==> config.mk <==
export PLATFORM = sky130hd
export DESIGN_NAME = mips_muldiv_unit_flat
export DESIGN_NICKNAME = d
export VERILOG_FILES = /design/src/rtl/mips_muldiv_unit_if.sv /design/src/rtl/mips_muldiv_unit.sv /design/src/flat_wrapper.sv
export SDC_FILE = /design/constraint.sdc
export NUM_CORES = 1
export LEC_CHECK = 0
export BUFFER_PORTS_ARGS = -buffer_cell sky130_fd_sc_hd__buf_2
export CORE_MARGIN = 2
export CORE_UTILIZATION = 47
export CTS_BUF_LIST = sky130_fd_sc_hd__clkbuf_2 sky130_fd_sc_hd__clkbuf_4 sky130_fd_sc_hd__clkbuf_8
export CTS_CLUSTER_SIZE = 20
export DETAILED_ROUTE_END_ITERATION = 6
export GPL_ROUTABILITY_DRIVEN = 0
export PLACE_DENSITY = 0.74
export SYNTH_ARGS = -nofsm -noshare
export SYNTH_HDL_FRONTEND = slang
export SYNTH_SLANG_ARGS = --single-unit
==> constraint.sdc <==
create_clock -name clk -period 3.4 [get_ports clk]
set_clock_uncertainty 0.1 [all_clocks]
set_input_delay 0.17 -clock clk [delete_from_list [all_inputs] [get_ports clk]]
set_output_delay 0.17 -clock clk [all_outputs]
set_load 0.02 [all_outputs]
==> src/rtl/mips_muldiv_unit_if.sv <==
// mips_muldiv_unit_if: issue/result bundle between the pipeline and the mul/div unit.
// master = pipeline side (drives requests); slave = mul/div unit (drives status, hi, lo).
interface mips_muldiv_unit_if #(
    parameter int DATA_W = 32
);
    logic              in_valid;
    logic              in_ready;
    logic [5:0]        fncode;
    logic [DATA_W-1:0] op_a;
    logic [DATA_W-1:0] op_b;
    logic              busy;
    logic              done;
    logic [DATA_W-1:0] hi;
    logic [DATA_W-1:0] lo;

    modport master (
        output in_valid, fncode, op_a, op_b,
        input  in_ready, busy, done, hi, lo
    );

    modport slave (
        input  in_valid, fncode, op_a, op_b,
        output in_ready, busy, done, hi, lo
    );
endinterface

==> src/rtl/mips_muldiv_unit.sv <==
// mips_muldiv_unit: iterative MULT/MULTU/DIV/DIVU unit that owns HI/LO.
// MTHI/MTLO write in one cycle; MFHI/MFLO and unknown codes do nothing.
// Ports: clk, rst_n (async active-low), bus (slave modport):
//   in_valid/in_ready/fncode/op_a/op_b in, busy/done/hi/lo out.
// Option: define MULDIV_FAST_MUL_EN for a single-cycle multiply (IDLE -> FIX).
module mips_muldiv_unit #(
    parameter int DATA_W = 32
) (
    input  logic                clk,
    input  logic                rst_n,
    mips_muldiv_unit_if.slave   bus
);
    localparam int CW = $clog2(DATA_W);
    localparam int PW = 2 * DATA_W;

    localparam logic [5:0] FUNCT_MTHI  = 6'h11;
    localparam logic [5:0] FUNCT_MTLO  = 6'h13;
    localparam logic [5:0] FUNCT_MULT  = 6'h18;
    localparam logic [5:0] FUNCT_MULTU = 6'h19;
    localparam logic [5:0] FUNCT_DIV   = 6'h1A;
    localparam logic [5:0] FUNCT_DIVU  = 6'h1B;

    typedef enum logic [1:0] {
        S_IDLE,
        S_RUN,
        S_FIX
    } state_t;

    state_t            r_state;
    state_t            w_state_nxt;
    logic [CW-1:0]     r_cnt;
    logic              r_done;
    logic [DATA_W-1:0] r_hi;
    logic [DATA_W-1:0] r_lo;
    // r_ph: product high / partial remainder; r_pl: multiplier / quotient
    logic [DATA_W-1:0] r_ph;
    logic [DATA_W-1:0] r_pl;
    logic [DATA_W-1:0] r_m;
    logic [DATA_W-1:0] r_a_orig;
    logic              r_is_div;
    logic              r_dbz;
    logic              r_neg_q;
    logic              r_neg_r;

    logic              w_idle;
    logic              w_accept;
    logic              w_is_mul;
    logic              w_is_div;
    logic              w_signed;
    logic              w_mthi;
    logic              w_mtlo;
    logic [DATA_W-1:0] w_abs_a;
    logic [DATA_W-1:0] w_abs_b;
    logic              w_neg_q;
    logic              w_neg_r;
    logic [DATA_W:0]   w_mul_sum;
    logic [DATA_W+1:0] w_div_shift;
    logic [DATA_W+1:0] w_div_diff;
    logic              w_div_ok;
    logic [PW-1:0]     w_prod;
    logic [PW-1:0]     w_prod_fix;
    logic [DATA_W-1:0] w_quo_fix;
    logic [DATA_W-1:0] w_rem_fix;
`ifdef MULDIV_FAST_MUL_EN
    logic [PW-1:0]     w_fast_prod;
`endif

    assign w_idle   = (r_state == S_IDLE);
    assign w_accept = bus.in_valid && w_idle;

    assign w_is_mul = (bus.fncode == FUNCT_MULT) || (bus.fncode == FUNCT_MULTU);
    assign w_is_div = (bus.fncode == FUNCT_DIV)  || (bus.fncode == FUNCT_DIVU);
    assign w_signed = (bus.fncode == FUNCT_MULT) || (bus.fncode == FUNCT_DIV);
    assign w_mthi   = (bus.fncode == FUNCT_MTHI);
    assign w_mtlo   = (bus.fncode == FUNCT_MTLO);

    // Negating 0x80000000 yields itself, which is the correct unsigned magnitude.
    assign w_abs_a = (w_signed && bus.op_a[DATA_W-1]) ? -bus.op_a : bus.op_a;
    assign w_abs_b = (w_signed && bus.op_b[DATA_W-1]) ? -bus.op_b : bus.op_b;
    assign w_neg_q = w_signed && (bus.op_a[DATA_W-1] ^ bus.op_b[DATA_W-1]);
    assign w_neg_r = w_signed && bus.op_a[DATA_W-1];

    // Shift-add step: add multiplicand when multiplier LSB set, then shift right.
    assign w_mul_sum = {1'b0, r_ph} + (r_pl[0] ? {1'b0, r_m} : '0);

    // Restoring step: extra top bit of the difference acts as the borrow.
    assign w_div_shift = {1'b0, r_ph, r_pl[DATA_W-1]};
    assign w_div_diff  = w_div_shift - {2'b00, r_m};
    assign w_div_ok    = ~w_div_diff[DATA_W+1];

    assign w_prod     = {r_ph, r_pl};
    assign w_prod_fix = r_neg_q ? -w_prod : w_prod;
    assign w_quo_fix  = r_neg_q ? -r_pl : r_pl;
    assign w_rem_fix  = r_neg_r ? -r_ph : r_ph;

`ifdef MULDIV_FAST_MUL_EN
    assign w_fast_prod = PW'(w_abs_a) * PW'(w_abs_b);
`endif

    always_ff @(posedge clk or negedge rst_n) begin
        if (!rst_n) begin
            r_state <= S_IDLE;
        end else begin
            r_state <= w_state_nxt;
        end
    end

    always_comb begin
        w_state_nxt = r_state;
        unique case (r_state)
            S_IDLE: begin
                if (w_accept && w_is_div) begin
                    w_state_nxt = S_RUN;
                end
                if (w_accept && w_is_mul) begin
`ifdef MULDIV_FAST_MUL_EN
                    w_state_nxt = S_FIX;
`else
                    w_state_nxt = S_RUN;
`endif
                end
            end
            S_RUN: begin
                if (r_cnt == '0) begin
                    w_state_nxt = S_FIX;
                end
            end
            S_FIX: begin
                w_state_nxt = S_IDLE;
            end
            default: begin
                w_state_nxt = S_IDLE;
            end
        endcase
    end

    always_ff @(posedge clk or negedge rst_n) begin
        if (!rst_n) begin
            r_cnt    <= '0;
            r_done   <= 1'b0;
            r_hi     <= '0;
            r_lo     <= '0;
            r_ph     <= '0;
            r_pl     <= '0;
            r_m      <= '0;
            r_a_orig <= '0;
            r_is_div <= 1'b0;
            r_dbz    <= 1'b0;
            r_neg_q  <= 1'b0;
            r_neg_r  <= 1'b0;
        end else begin
            r_done <= (r_state == S_FIX);
            unique case (r_state)
                S_IDLE: begin
                    if (w_accept) begin
                        unique case (1'b1)
                            w_mthi: r_hi <= bus.op_a;
                            w_mtlo: r_lo <= bus.op_a;
                            w_is_mul, w_is_div: begin
                                r_cnt    <= CW'(DATA_W - 1);
                                r_is_div <= w_is_div;
                                r_dbz    <= w_is_div && (bus.op_b == '0);
                                r_neg_q  <= w_neg_q;
                                r_neg_r  <= w_neg_r;
                                r_a_orig <= bus.op_a;
                                r_ph     <= '0;
                                r_m      <= w_is_div ? w_abs_b : w_abs_a;
                                r_pl     <= w_is_div ? w_abs_a : w_abs_b;
`ifdef MULDIV_FAST_MUL_EN
                                if (w_is_mul) begin
                                    {r_ph, r_pl} <= w_fast_prod;
                                end
`endif
                            end
                            default: begin
                            end
                        endcase
                    end
                end
                S_RUN: begin
                    r_cnt <= r_cnt - CW'(1);
                    if (r_is_div) begin
                        r_ph <= w_div_ok ? w_div_diff[DATA_W-1:0]
                                         : w_div_shift[DATA_W-1:0];
                        r_pl <= {r_pl[DATA_W-2:0], w_div_ok};
                    end else begin
                        r_ph <= w_mul_sum[DATA_W:1];
                        r_pl <= {w_mul_sum[0], r_pl[DATA_W-1:1]};
                    end
                end
                S_FIX: begin
                    if (r_is_div) begin
                        r_lo <= r_dbz ? '1 : w_quo_fix;
                        r_hi <= r_dbz ? r_a_orig : w_rem_fix;
                    end else begin
                        {r_hi, r_lo} <= w_prod_fix;
                    end
                end
                default: begin
                end
            endcase
        end
    end

    assign bus.in_ready = w_idle;
    assign bus.busy     = ~w_idle;
    assign bus.done     = r_done;
    assign bus.hi       = r_hi;
    assign bus.lo       = r_lo;
endmodule
==> src/flat_wrapper.sv <==
// flat-port wrapper written by rule: the top's interface ports become plain ports
module mips_muldiv_unit_flat 
#(
    parameter int DATA_W = 32
)
  (clk, rst_n, bus_in_valid, bus_fncode, bus_op_a, bus_op_b, bus_in_ready, bus_busy, bus_done, bus_hi, bus_lo);
  mips_muldiv_unit_if #(.DATA_W(DATA_W)) bus_i ();
  input  logic clk;
  input  logic rst_n;
  input wire logic [$bits(bus_i.in_valid)-1:0] bus_in_valid;
  input wire logic [$bits(bus_i.fncode)-1:0] bus_fncode;
  input wire logic [$bits(bus_i.op_a)-1:0] bus_op_a;
  input wire logic [$bits(bus_i.op_b)-1:0] bus_op_b;
  output wire logic [$bits(bus_i.in_ready)-1:0] bus_in_ready;
  output wire logic [$bits(bus_i.busy)-1:0] bus_busy;
  output wire logic [$bits(bus_i.done)-1:0] bus_done;
  output wire logic [$bits(bus_i.hi)-1:0] bus_hi;
  output wire logic [$bits(bus_i.lo)-1:0] bus_lo;
  assign bus_i.in_valid = bus_in_valid;
  assign bus_i.fncode = bus_fncode;
  assign bus_i.op_a = bus_op_a;
  assign bus_i.op_b = bus_op_b;
  assign bus_in_ready = bus_i.in_ready;
  assign bus_busy = bus_i.busy;
  assign bus_done = bus_i.done;
  assign bus_hi = bus_i.hi;
  assign bus_lo = bus_i.lo;
  mips_muldiv_unit #(.DATA_W(DATA_W)) u_core (.clk(clk), .rst_n(rst_n), .bus(bus_i));
endmodule
; ---- Yosys cells after proc, flatten, opt, wreduce, memory -nomap -nowiden
; Index checks and enable logic that the tools add are counted.
[totals]
wordCells = 93
ff_bits = 204
output_inout_bits = 67
[classes]
bitwise_logic = 3
add_sub_neg = 8
mux = 34
eq_ne = 14
n_reduce_logical = 21
[op_table]
columns = op, count
row1 = $mux 32, 22
row2 = $pmux 32 s2, 4
row3 = $neg 32->32, 4
row4 = $mux 64, 1
row5 = $neg 64->64, 1
row6 = $eq 6x5->1 const B, 6
row7 = $sub 33x32->34, 1
row8 = $add 32x33->33, 1
row9 = $logic_not 32->1, 1
row10 = $reduce_and 3->1, 4
row11 = $mux 5, 2
row12 = $pmux 5 s2, 1
row13 = $ne 2x2->1 const B, 4
row14 = $logic_and 1x1->1, 7
row15 = $mux 2, 3
row16 = $logic_not 5->1, 1
row17 = $sub 5x1->5 const B, 1
row18 = $pmux 2 s2, 1
row19 = $reduce_bool 2->1, 2
row20 = $logic_or 1x1->1, 3
row21 = $ne 3x3->1 const B, 1
row22 = $eq 2x1->1 const B, 1
row23 = $eq 2x2->1 const B, 1
row24 = $logic_not 2->1, 1
row25 = other kinds (5), 6

; ---- Longest topological paths before layout
[logic_depth]
word_depth = 8
ltp_mapped = 14

; ---- Least setup slack after synthesis
; No wires, ideal clock.
[synth_path]
path_type = flip-flop to flip-flop
from = register u_core.r_pl[0]
to = register u_core.r_ph[30]
arrival_time_ps = 3365
required_ps = 3223
period_less_slack_ps = 3542
path_buffers = 1
path_stages_with_launch = 14
path_slack_ps = -142
setup_ps = 77
cell_sequence = dfrtp_1 > clkinv_1 > clkbuf_1 > nor2_1 > ha_1 > o211ai_1 > o211a_1 > o31ai_1 > o22ai_1 > o41ai_1 > a31oi_1 > mux2i_1 > a221o_1 > a21oi_1
[synth_between]
elab_chain_len = 4
[synth_lines]
columns = item, line
row1 = from (decl), mips_muldiv_unit.sv:37  ; logic [DATA_W-1:0] r_pl;
row2 = from (signal assigned), mips_muldiv_unit.sv:168  ; r_pl <= w_is_div ? w_abs_a : w_abs_b;
row3 = from (signal assigned), mips_muldiv_unit.sv:185  ; r_pl <= {r_pl[DATA_W-2:0], w_div_ok};
row4 = from (signal assigned), mips_muldiv_unit.sv:188  ; r_pl <= {w_mul_sum[0], r_pl[DATA_W-1:1]};
row5 = $mux 32, mips_muldiv_unit.sv:84  ; assign w_mul_sum = {1'b0, r_ph} + (r_pl[0] ? {1'b0, r_m} : '0);
row6 = $add 32x33->33, mips_muldiv_unit.sv:84
row7 = $mux 32, mips_muldiv_unit.sv:182  ; if (r_is_div) begin
row8 = $pmux 32 s2, mips_muldiv_unit.sv:153  ; unique case (r_state)
row9 = to (signal assigned), mips_muldiv_unit.sv:183  ; r_ph <= w_div_ok ? w_div_diff[DATA_W-1:0]
row10 = to (signal assigned), mips_muldiv_unit.sv:187  ; r_ph <= w_mul_sum[DATA_W:1];
row11 = to (decl), mips_muldiv_unit.sv:36  ; logic [DATA_W-1:0] r_ph;
; No other way between the ends.
; A chain may end at the register's enable or synchronous reset.

; ---- Worst setup path in the final report
[layout_path]
from = register u_core.r_ph[1]
to = register u_core.r_hi[25], in the netlist u_core.bus.hi[25]
[layout_between]
elab_chain_len = 5
[layout_lines]
columns = item, line
row1 = $neg 32->32, mips_muldiv_unit.sv:94  ; assign w_rem_fix = r_neg_r ? -r_ph : r_ph;
row2 = $mux 32, mips_muldiv_unit.sv:94
row3 = $mux 32, mips_muldiv_unit.sv:194  ; r_hi <= r_dbz ? r_a_orig : w_rem_fix;
row4 = $mux 32 (*), mips_muldiv_unit.sv:192  ; if (r_is_div) begin
row5 = $pmux 32 s2 (*), mips_muldiv_unit.sv:153
row6 = to (signal assigned), mips_muldiv_unit.sv:157  ; w_mthi: r_hi <= bus.op_a;
row7 = to (signal assigned), mips_muldiv_unit.sv:194
row8 = to (signal assigned), mips_muldiv_unit.sv:196  ; {r_hi, r_lo} <= w_prod_fix;
row9 = to (decl), mips_muldiv_unit.sv:33  ; logic [DATA_W-1:0] r_hi;
; Every way passes the cells marked *; elsewhere a longest branch is shown, timed or not.

==> results.yml <==
status:
  status: "complete, but fails checks"
  violations: "design-rule violations, negative hold slack"
floorplan:
  pin_count: 140
  die_w_um: 196
  core_mm2: 0.0364
  dieArea_mm2: 0.0383
  initial_core_util_pct: 47.4
  die_h_um: 196
  rows: 70
setup_path:
  critical_path.max_stage_delay_ns: 0.71
  worstPathMaxFanout: 7
  reg2reg_from: "u_core.r_ph[1]"
  criticalPathCategory: "flop to flop"
  critPathTopFamily: "simple AND/OR/NAND/NOR gates"
  critPathArrivalTime_ns: 3.75
  cp.buffers_inverters: 1
  cp-start-kind: "flop"
  ff2ff_path_depth: 10
  cp.required_ns: 3.82
  rrSetupSlack_ns: 0.07
  worst_setup_path_end_kind: "flop"
  crit_chain: "buf_4 -> or3_4 -> or3_4 -> or4_2 -> or4_4 -> nand2_1 -> xnor2_1 -> mux2i_1 -> a31oi_1 -> o21a_1"
  worstReg2RegEnd: "u_core.bus.hi[25]"
  path_common_cell: "or3_4"
  slowest_stage: "or4_2"
drt:
  ant_nets: 0
  drt-total-wl_um: 66500
  vias_per_cell: 6.43
  vias: 18900
  drcViolationCount: 11
  dr.pass1.iters: 7
  wl_per_cell_um: 22.6
  drt_iter0_markers: 2396
yosys:
  yosysSeqAreaShare_pct: 29.6
  synth_compound_area_share_pct: 24.5
  synth_fa_ha_area_share_pct: 5.30
  synth_cell_types: 84
  synth_area_per_cell_um2: 7.79
  async_flop_share_pct: 100
  synth-seq-cells: 204
  synth_top_family_by_area: "compound AO/OA/AOI/OAI gates"
  netlist_area_mm2: 0.0173
  netlist.area_leader.share_pct: 29.6
  synth-edff-count: 0
  synthFlopType: "dfrtp_1"
  syn_nets: 2362
  synth.area.top_cells: "dfrtp_1, nand2_1, o21ai_0"
  synth_top_area_cell: "dfrtp_1"
  yosys_warnings: 0
  synthSimpleGateAreaFrac_pct: 20.5
  syn_inst: 2217
  synth.mux.area_fraction_pct: 6.40
  synth-xor-area-share_pct: 8.37
finish:
  n_antenna_cell: 0
  final_layout_size_suffix_gt1_share_pct: 18.7
  nets: 2589
  area_growth_pct: 20.2
  nFillCells: 3176
  post-route-util_pct: 57.0
clock_tree:
  cts_made_buffers: 38
  worstSkewPairLatency_ns: 0.59
  path_clk_slew_ns: 0.06
  cts_tree: "built"
  h-tree-depth: 2
  clock_sinks: 204
  cts_root_buffer: "clkbuf_8"
  cts.path.max_buffers: 3
global_routing:
  antenna_found_initial: 1
  grt_pass1_vias: 17900
  grt_pass1_wl_um: 101000
  grt_overflow: 0
  grt_usage_pct: 33.7
  grt_max_degree: 93
power:
  vdd_ir_drop_max_mv: 0.533
  power.density_mw_per_mm2: 933
  power_mw: 19.4
  power.leakage_nw: 8.88
worst_hold_path:
  hold_class: "input port to flop"
  hold_depth: 5
  hold_path_end: "u_core.r_m[18]"
  min_from: "bus_op_b[18]"
timing:
  rsz0062_at_grt: "yes"
  fmaxAchievable_ghz: 0.300
  hold_viol: 1
  fin_crit_sh_pct: 97.9
  slew_headroom_pct: 27.1
  worstMarginPinSlew_ns: 1.09
  hold_slack_ns: -0.00170
  fin_crit_ns: 3.33
  finalSetupViolations: 0
  slew_violations: 0
place:
  hpwl_um: 48200
  io_buffers: 139
flow_run:
  drv_cap: 0
-- cells in the mapped netlist, drive strengths merged (34+ instances only) --
library cell / number
nor3: 37
nor2: 163
xnor2: 88
dfrtp: 204
inv: 74
o211ai: 35
ha: 70
a32oi: 34
clkbuf: 138
o21ai: 184
a21oi: 173
nand2: 363
mux2i: 89
xor2: 77
-- metal layers --
layer / vias to the layer above / GRT usage (%) / share of wire, %
met5: - / 0 / 0.020
met4: 2 / 21.1 / 6.8
met3: 297 / 8.11 / 12
met2: 1329 / 51.3 / 43
met1: 8882 / 43.1 / 38
li1: 8409 / - / -
-- flip-flops by register name, summed over array words and instances (netlist names) --
signal,cells
u_core.r_m,32
u_core.r_cnt,5
u_core.r_pl,32
u_core.bus.done,1
u_core.r_is_div,1
u_core.r_state,2
u_core.r_ph,32
u_core.r_neg_q,1
u_core.r_dbz,1
u_core.bus.lo,32
u_core.r_neg_r,1
u_core.r_a_orig,32
u_core.bus.hi,32
-- layout make-up --
class                   instances  area, um2  area share (%)
clock buffers                  59        749            3.61
clock inverters                10       86.3           0.416
inverters                      75        282            1.36
multi-input cells            1779      11500            55.3
flip-flops and latches        204       5110            24.6
well taps                     468        586            2.82
repair buffers                346       2470            11.9
-- worst min-delay path, delay by kind of cell --
kind	cells	cell delay, ns
buffers and inverters	1	0.12
AND/OR/NAND/NOR	1	0.09
XOR/XNOR	1	0.10
AO/OA/AOI/OAI	2	0.15
-- cells by family after synthesis --
logic type / Yosys count
xor+xnor: 165
mux: 108
simple gates: 765
buf+inv: 234
compound gates: 669
flops: 204
fa+ha+maj: 72
-- what timing repair did --
| item | 4_1_cts | 5_1_grt |
|---|---|---|
| hold buffers | 45 | 0 |
| gates cloned | 0 | 0 |
| hold endpoints to repair | 179 | 0 |
| resized for setup | 4 | 54 |
| buffers inserted | 0 | 19 |
| pin swaps | 0 | 15 |
| endpoints found under the setup margin | 8 | 46 |
-- worst max path at each step --
| stage | slack [ns] | end | from | depth (start not counted) |
|---|---|---|---|---|
| floorplan | 0.03 | u_core.bus.hi[28] | u_core.r_ph[0] | 11 |
| global placement | -0.09 | u_core.r_ph[25] | u_core.r_pl[0] | 14 |
| detailed placement | -0.07 | u_core.r_ph[25] | u_core.r_pl[0] | 14 |
| CTS | -0.02 | u_core.r_ph[25] | u_core.r_pl[0] | 14 |
| global route | -0.05 | u_core.r_ph[30] | u_core.r_pl[0] | 14 |
| finish | 0.07 | u_core.bus.hi[25] | u_core.r_ph[1] | 10 |
-- cell usage in the layout (no fill, tap or decap), types with 12 or more instances in the layout --
| cell | instances |
|---|---|
| nand3_1 | 31 |
| a31oi_1 | 27 |
| o31ai_1 | 28 |
| o21ai_0 | 179 |
| a21oi_1 | 168 |
| clkbuf_8 | 50 |
| nor3_1 | 37 |
| or4_1 | 13 |
| nor2_1 | 159 |
| ha_1 | 65 |
| xnor2_1 | 88 |
| a211oi_1 | 22 |
| nand2b_1 | 24 |
| a21o_1 | 28 |
| nor4_1 | 15 |
| xor2_1 | 77 |
| mux2_2 | 19 |
| or3_1 | 17 |
| o22ai_1 | 13 |
| inv_1 | 71 |
| nand4_1 | 14 |
| a32oi_1 | 34 |
| o221ai_1 | 16 |
| o211ai_1 | 35 |
| dfrtp_1 | 201 |
| buf_2 | 138 |
| dlygate4sd3_1 | 45 |
| a22oi_1 | 25 |
| mux2i_1 | 89 |
| nor2b_1 | 16 |
| buf_4 | 152 |
| nand2_1 | 362 |
| and3_1 | 12 |
-- through the flow --
step	hold slack, ns	setup TNS [ns]	area, um2	setup WS (ns)	instances
2_1_floorplan	-0.226	0	17300	0.0330	2217
3_3_place_gp	0.205	-0.254	19100	-0.0865	2808
3_5_place_dp	0.202	-0.259	19100	-0.0732	2808
4_1_cts	0.00236	-0.0156	20400	-0.0156	2922
5_1_grt	0.0584	-0.172	20800	-0.0501	2941
6_report	-0.00170	0	20800	0.0703	2941
-- power by group --
group | total, mW | leakage [nW] | switching [mW] | internal, mW
Combinational | 12.4 | 6.09 | 7.10 | 5.35
Sequential | 4.28 | 2.35 | 0.967 | 3.31
Clock | 2.64 | 0.442 | 1.16 | 1.49
Total | 19.4 | 8.88 | 9.22 | 10.2
(Power assumes the default switching activity.)
